<file path="src/rtl/wbdebounce.sv">
// ---------------------------------------------------------------------------
// wbdebounce
//
// Wishbone-controlled input conditioner placed in front of the GPIO block.
// Each raw pin is synchronised through two flops and then debounced against a
// programmable stability period P: the clean level only follows the
// synchronised level after it has differed for P consecutive cycles.
// Clean-level changes latch rise/fall events that feed a maskable,
// registered interrupt.
//
// Ports:
//   i_clk, i_reset_n        clock, asynchronous active-low reset
//   i_wb_cyc/stb/we/addr    wishbone request (2-bit word address)
//   i_wb_data               wishbone write data
//   o_wb_ack                one-cycle acknowledge, one cycle after the strobe
//   o_wb_stall              always 0
//   o_wb_data               registered read data, valid with o_wb_ack
//   i_pins                  raw asynchronous pins
//   o_clean                 debounced levels
//   o_int                   registered level interrupt
//
// Register map:
//   0 R     {s2 [31:16], clean [15:0]}
//   1 RW    period P (P = 0 acts as P = 1); a write restarts every count
//   2 R/W1C {fall [31:16], rise [15:0]}; a same-cycle set beats the clear
//   3 RW    interrupt enable mask, same layout as register 2
// ---------------------------------------------------------------------------
module wbdebounce #(
    parameter int             NIN            = 16,
    parameter int             CW             = 16,
    parameter logic [CW-1:0]  DEFAULT_PERIOD = CW'(1000)
) (
    input  logic              i_clk,
    input  logic              i_reset_n,
    input  logic              i_wb_cyc,
    input  logic              i_wb_stb,
    input  logic              i_wb_we,
    input  logic [1:0]        i_wb_addr,
    input  logic [31:0]       i_wb_data,
    output logic              o_wb_ack,
    output logic              o_wb_stall,
    output logic [31:0]       o_wb_data,
    input  logic [NIN-1:0]    i_pins,
    output logic [NIN-1:0]    o_clean,
    output logic              o_int
);

    logic [NIN-1:0]          r_s1;
    logic [NIN-1:0]          r_s2;
    logic [NIN-1:0][CW-1:0]  r_cnt;
    logic [NIN-1:0]          r_clean;
    logic [CW-1:0]           r_period;
    logic [NIN-1:0]          r_rise;
    logic [NIN-1:0]          r_fall;
    logic [NIN-1:0]          r_maskRise;
    logic [NIN-1:0]          r_maskFall;
    logic                    r_int;
    logic                    r_ack;
    logic [31:0]             r_rdata;

    logic                    w_stb;
    logic                    w_wr;
    logic                    w_wrPeriod;
    logic                    w_wrEvent;
    logic                    w_wrMask;
    logic [CW-1:0]           w_lastCount;
    logic [NIN-1:0]          w_cleanNext;
    logic [NIN-1:0][CW-1:0]  w_cntNext;
    logic [NIN-1:0]          w_riseSet;
    logic [NIN-1:0]          w_fallSet;
    logic [NIN-1:0]          w_riseClr;
    logic [NIN-1:0]          w_fallClr;
    logic [31:0]             w_rdMux;

    assign w_stb      = i_wb_cyc & i_wb_stb;
    assign w_wr       = w_stb & i_wb_we;
    assign w_wrPeriod = w_wr && (i_wb_addr == 2'd1);
    assign w_wrEvent  = w_wr && (i_wb_addr == 2'd2);
    assign w_wrMask   = w_wr && (i_wb_addr == 2'd3);

    // P = 0 is treated like P = 1, so the terminal count is 0 in both cases.
    assign w_lastCount = (r_period == '0) ? '0 : (r_period - CW'(1));

    // Two-flop synchroniser per pin.
    always_ff @(posedge i_clk or negedge i_reset_n) begin
        if (!i_reset_n) begin
            r_s1 <= '0;
            r_s2 <= '0;
        end else begin
            r_s1 <= i_pins;
            r_s2 <= r_s1;
        end
    end

    // Next-state of the debounce counters and clean levels. A period write
    // restarts every count and suppresses any update on that edge.
    always_comb begin
        w_cleanNext = r_clean;
        w_cntNext   = r_cnt;
        for (int i = 0; i < NIN; i++) begin
            if (w_wrPeriod) begin
                w_cntNext[i] = '0;
            end else if (r_s2[i] == r_clean[i]) begin
                w_cntNext[i] = '0;
            end else if (r_cnt[i] == w_lastCount) begin
                w_cleanNext[i] = r_s2[i];
                w_cntNext[i]   = '0;
            end else begin
                w_cntNext[i] = r_cnt[i] + CW'(1);
            end
        end
    end

    assign w_riseSet = w_cleanNext & ~r_clean;
    assign w_fallSet = ~w_cleanNext & r_clean;
    assign w_riseClr = w_wrEvent ? i_wb_data[NIN-1:0]   : '0;
    assign w_fallClr = w_wrEvent ? i_wb_data[16 +: NIN] : '0;

    always_ff @(posedge i_clk or negedge i_reset_n) begin
        if (!i_reset_n) begin
            r_cnt   <= '0;
            r_clean <= '0;
        end else begin
            r_cnt   <= w_cntNext;
            r_clean <= w_cleanNext;
        end
    end

    // Event latches: set is OR-ed in after the clear so a simultaneous set wins.
    always_ff @(posedge i_clk or negedge i_reset_n) begin
        if (!i_reset_n) begin
            r_rise <= '0;
            r_fall <= '0;
        end else begin
            r_rise <= (r_rise & ~w_riseClr) | w_riseSet;
            r_fall <= (r_fall & ~w_fallClr) | w_fallSet;
        end
    end

    always_ff @(posedge i_clk or negedge i_reset_n) begin
        if (!i_reset_n) begin
            r_period   <= DEFAULT_PERIOD;
            r_maskRise <= '0;
            r_maskFall <= '0;
        end else begin
            if (w_wrPeriod) begin
                r_period <= i_wb_data[CW-1:0];
            end
            if (w_wrMask) begin
                r_maskRise <= i_wb_data[NIN-1:0];
                r_maskFall <= i_wb_data[16 +: NIN];
            end
        end
    end

    // The interrupt looks at the registered events, so it trails them by one edge.
    always_ff @(posedge i_clk or negedge i_reset_n) begin
        if (!i_reset_n) begin
            r_int <= 1'b0;
        end else begin
            r_int <= |((r_rise & r_maskRise) | (r_fall & r_maskFall));
        end
    end

    always_comb begin
        w_rdMux = '0;
        case (i_wb_addr)
            2'd0:    w_rdMux = {16'(r_s2), 16'(r_clean)};
            2'd1:    w_rdMux = 32'(r_period);
            2'd2:    w_rdMux = {16'(r_fall), 16'(r_rise)};
            default: w_rdMux = {16'(r_maskFall), 16'(r_maskRise)};
        endcase
    end

    // Read data captures register contents as they stand at the strobe edge.
    always_ff @(posedge i_clk or negedge i_reset_n) begin
        if (!i_reset_n) begin
            r_ack   <= 1'b0;
            r_rdata <= '0;
        end else begin
            r_ack <= w_stb;
            if (w_stb) begin
                r_rdata <= w_rdMux;
            end
        end
    end

    assign o_wb_ack   = r_ack;
    assign o_wb_stall = 1'b0;
    assign o_wb_data  = r_rdata;
    assign o_clean    = r_clean;
    assign o_int      = r_int;

endmodule
</file>
<file path="config.mk">
export PLATFORM = sky130hd
export DESIGN_NAME = wbdebounce
export DESIGN_NICKNAME = d
export VERILOG_FILES = /design/src/rtl/wbdebounce.sv
export SDC_FILE = /design/constraint.sdc
export NUM_CORES = 1
export LEC_CHECK = 0
export ABC_AREA = 1
export CAP_MARGIN = 20
export CORE_ASPECT_RATIO = 2
export CORE_MARGIN = 2
export CORE_UTILIZATION = 55
export CTS_CLUSTER_DIAMETER = 30
export CTS_CLUSTER_SIZE = 28
export DETAILED_ROUTE_END_ITERATION = 16
export HOLD_SLACK_MARGIN = 0.08
export PLACE_DENSITY_LB_ADDON = 0.12
export SLEW_MARGIN = 20
export SYNTH_ARGS = -nofsm -noshare
export SYNTH_HDL_FRONTEND = slang
export SYNTH_SLANG_ARGS = --single-unit
</file>
<file path="constraint.sdc">
create_clock -name i_clk -period 2.6 [get_ports i_clk]
set_input_delay 0.52 -clock i_clk [delete_from_list [all_inputs] [get_ports i_clk]]
set_output_delay 0.52 -clock i_clk [all_outputs]
set_load 0.02 [all_outputs]
</file>
Yosys cells after proc, flatten, opt, wreduce, memory -nomap -nowiden
Cells that the tools add are included.
Widths: inputs -> output; s select.
{"block": "classes", "mux": 100, "addsub": 17, "n_reduce_logical": 6, "n_eq_ne": 35, "n_bitwise": 15}
{"op": "$mux 16", "n": 51}
{"op": "$add 16x1->16 const B", "n": 16}
{"op": "$eq 16x16->1", "n": 16}
{"op": "$and 16x16->16", "n": 6}
{"op": "$pmux 32 s3", "n": 1}
{"op": "$not 16->16", "n": 4}
{"op": "$mux 1", "n": 48}
{"op": "$or 16x16->16", "n": 3}
{"op": "$eq 1x1->1", "n": 16}
{"op": "$logic_not 16->1", "n": 1}
{"op": "$reduce_or 16->1", "n": 1}
{"op": "$sub 16x1->16 const B", "n": 1}
{"op": "$eq 2x2->1 const B", "n": 2}
{"op": "$logic_and 1x1->1", "n": 3}
{"op": "$and 1x1->1", "n": 2}
{"op": "$eq 2x1->1 const B", "n": 1}
{"op": "$logic_not 2->1", "n": 1}
{"block": "totals", "reg_bits": 418, "elab_cells": 200}

Logic depth before layout (Yosys ltp)
Gate-level depths: netlist of run 1.
{"block": "depth", "ltp_word": 9, "ltp_mapped": 20, "depth_no_buf": 18}

Least setup slack after synthesis of run 1
No wires, ideal clock.
{"block": "synth_timing", "kind": "reg-to-reg", "start": "reg r_period[0]", "end": "reg r_cnt[126] in the netlist's numbering", "path_buffers": 3, "path_slack_ps": -214, "arrival_ps": 2689, "path_stages_with_launch": 17, "path_cell_list": "dfrtp_1 > inv_2 > buf_1 > ha_1 > inv_1 > nor2_1 > nand3_1 > nand2_1 > clkbuf_1 > nand3_1 > nand2_1 > nand4_1 > nor2_1 > nand2_1 > o21ai_4 > buf_4 > nor2_1"}
{"element": "start: declaration", "line": "52", "text": "logic [CW-1:0] r_period;"}
{"element": "start signal: assignment", "line": "147", "text": "r_period <= i_wb_data[CW-1:0];"}
{"element": "end signal: assignment", "line": "124", "text": "r_cnt <= w_cntNext;"}
{"element": "end: declaration", "line": "50", "text": "logic [NIN-1:0][CW-1:0] r_cnt;"}

==> impl_metrics.yaml, run 1 <==
run_status:
  outcome: "complete, but fails checks"
  violations: "setup timing"
yosys:
  syn_inst: 3792
  synth-seq-cells: 418
  yosysMostFrequentCell: "nand2_1"
  synth_top_area_share_pct: 38.8
  yosys-top-cells-count: "nand2_1 (1068), nor2_1 (599), inv_1 (464), dfrtp_1 (412), nand3_1 (242)"
  yosysTopAreaCell: "dfrtp_1"
  synth-seq-area-share_pct: 39.4
  ys_top_cells_by_area: "dfrtp_1 (39%), nand2_1 (15%), nor2_1 (8.5%)"
  ys_warn_count: 0
  ys.flop_type: "dfrtp_1"
  synth_nets: 3864
  yosys.cell_types.count: 46
  synth.avg_cell_area_um2: 7.01
  async_reset_ff_share_pct: 100
  synthesis.area_um2: 26600
  synth_edf_count: 0
clocking:
  cts.path.max_buffers: 3
  cts_made_buffers: 70
  clkLatencyLatePin_ps: 630
  cts.clk_slew.worst_paths_ps: 70
  cts-root-buf: "clkbuf_16"
  clock_sinks: 418
  cts_tree: "done"
  h-tree-depth: 3
sta:
  setup_tns_ps: -3990
  fin_skew_ps: 30.7
  setup_slack_ps: -102
  max_slew.worst_pin.slew_ps: 772
  max_freq_mhz: 370
  finalHoldViolations: 0
  finalMaxSlewViolations: 0
  min_period_over_period_pct: 104
  min_period_ps: 2700
  timing.slew.headroom_pct: 48.3
  grt_setup_unrepaired: "yes"
  setup_viol: 92
die:
  core_um2: 48100
  io_pins: 106
  die_area_um2: 50200
  row_count: 114
  start_util_pct: 55.3
  die_h_um: 315
  die_w_um: 159
worst_hold_path:
  min_path_type: "input pin to register"
  min_path_cells: 1
  hp-start: "i_pins[3]"
  hold_path_end: "r_s1[3]"
placement:
  hpwl_um: 67800
  preCtsSetupSlack_ps: -414
  gp_congestion: 0.978
  io_buffer_count: 104
worst_setup_path:
  r2r-end: "r_cnt[254]"
  critPathMaxFanout: 8
  start_kind: "register"
  path_class: "register to register"
  crit_required_ps: 3090
  regToRegStartpoint: "r_period[10]"
  reg2reg_depth: 18
  worstSetupEndpointType: "register"
  arrival_ps: 3190
  worstSetupStartpoint: "r_period[10]"
  rrSetupSlack_ps: -100
global_route:
  grt_max_degree: 87
  overflow: 0
  antenna_found_initial: 1
  grt.total_usage_pct: 38.7
  grt_pass1_vias: 27000
  grt_pass1_wl_um: 149000
power:
  powerDensity_nw_per_um2: 818
  vdd.ir_drop.worst_v: 0.000825
  p_sw_mw: 11.0
  swShare_pct: 39.3
  p_leak_nw: 16.4
  internal_power_mw: 16.9
  power.total_mw: 27.9
  p_seq_share_pct: 27.1
  pwr-share-clk_pct: 34.5
  combPwrFrac_pct: 38.4
cells_and_area:
  drive_above_1_share_pct: 14.6
  final_nets: 4228
  area_delta_synth_final_pct: 28.3
  fill_cells: 3914
detailed_routing:
  vias: 27600
  finalWirelength_um: 99300
  drt_iter0_drc: 2740
  drc_errors: 0
  wl_per_cell_um: 20.5
  final_antenna_net_count: 0
  avgViaCountPerCell: 5.69
  dr.pass1.iters: 7
run:
  max-cap-violations: 0
==> flip-flops by register name, indices dropped and copies added (netlist names) <==
signal and cells:
r_fall 16, o_wb_ack 1, r_maskRise 16, o_int 1, r_s2 16, r_rise 16, r_period 16, r_cnt 256
r_s1 16, o_wb_data 32, r_maskFall 16, o_clean 16
==> layout by cell type (no fill, tap or decap), types with 16 or more instances in the layout <==
| master | count |
|---|---|
| a221oi_1 | 30 |
| a21oi_1 | 16 |
| buf_4 | 231 |
| nand3_2 | 23 |
| xor2_1 | 196 |
| nand2_2 | 25 |
| buf_12 | 60 |
| dfrtp_1 | 409 |
| nor3_1 | 59 |
| inv_1 | 461 |
| nor2_1 | 553 |
| o21ai_0 | 164 |
| nor2_2 | 41 |
| xnor2_1 | 27 |
| ha_1 | 16 |
| nand3_1 | 231 |
| buf_6 | 22 |
| clkbuf_16 | 81 |
| nand2_1 | 1038 |
| nand4_1 | 240 |
| clkdlybuf4s50_1 | 103 |
==> kinds of logic (layout without fill, tap and decap cells) <==
group                    after synthesis  in the layout  synth area share (%)
flip-flops                           418            418                  39.4
AND/OR/NAND/NOR                     2277           2281                  37.1
buffers and inverters                608           1026                  9.60
AO/OA/AOI/OAI                        240            240                  5.41
other                                  1              2                0.0141
adder cells (fa/ha/maj)               17             17                 0.800
XOR/XNOR                             231            231                  7.71
==> how the worst max path moves through the flow <==
stage                       endpoint  slack (ps)  cells after the start
final                     r_cnt[254]        -100                     18
after global routing      r_cnt[250]        -250                     19
after CTS                  r_fall[9]         -30                     19
after detailed placement   r_fall[9]        -410                     19
after global placement     r_rise[9]        -440                     19
after floorplan           r_cnt[190]          30                     15
==> through the flow <==
stage | utilization, % | std cells | hold WS, ps | area, um2
floorplan | - | 3792 | 224 | 26600
global placement | 63.2 | 4673 | 332 | 30400
detailed placement | 63.2 | 4673 | 336 | 30400
CTS | 69.0 | 4816 | 326 | 33200
global route | 70.9 | 4852 | 335 | 34100
finish | 70.9 | 4853 | 342 | 34100
==> worst max-delay path, stage by stage, from the launching register on <==
cell,delay (ps)
dfrtp_1,400
buf_4,180
nor2_1,170
nand2_1,110
nor2_2,200
nand2_4,70
nand2_4,100
nand3_4,190
buf_12,210
buf_6,120
nand2_2,60
nand2_1,50
nor2_1,110
nand2_1,80
nor2_2,120
nand2_1,80
nand3_2,110
clkbuf_16,170
nor2_1,50
==> power by group through the flow <==
stage	combinational [mW]	sequential [mW]	clock, mW
after floorplan	4.99	7.66	0
after global placement	9.22	7.62	0
after detailed placement	9.35	7.63	0
after CTS	9.66	7.54	9.73
after global routing	11.5	7.62	9.99
final	10.7	7.57	9.61
==> cell type report <==
| cell class | instances | area, um2 | area share (%) |
|---|---|---|---|
| Tap cell | 638 | 798 | 2.34 |
| Clock buffer | 79 | 1860 | 5.45 |
| Multi-Input combinational cell | 2770 | 14100 | 41.4 |
| Clock inverter | 51 | 602 | 1.76 |
| Timing Repair Buffer | 429 | 4490 | 13.2 |
| Inverter | 467 | 1750 | 5.14 |
| Antenna cell | 1 | 2.50 | 0.00734 |
| Sequential cell | 418 | 10500 | 30.7 |
==> per-layer routing <==
metal / share of wire, % / global-route usage (%) / vias up
met1: 35 / 43.1 / 13000
met2: 46 / 62.2 / 1322
met4: 11 / 36.0 / 0
li1: - / - / 12800
met3: 7.6 / 7.55 / 493
met5: 0 / 0 / -
==> timing repair <==
item | in CTS | in global routing
gates cloned | 4 | 10
hold buffers | 1 | 0
endpoints found under the setup margin | 285 | 303
endpoints found under the hold margin | 33 | 0
buffers inserted | 8 | 27
pin swaps | 12 | 28
gates resized for setup | 61 | 109
Power figures use the tool's default switching activity.
==> inputs of run 2 (changes only) <==
Settings changed: HOLD_SLACK_MARGIN 0.08 to unset.
==> results of run 2 <==
No change in the layout: final DEF, timing and power equal those of run 1.
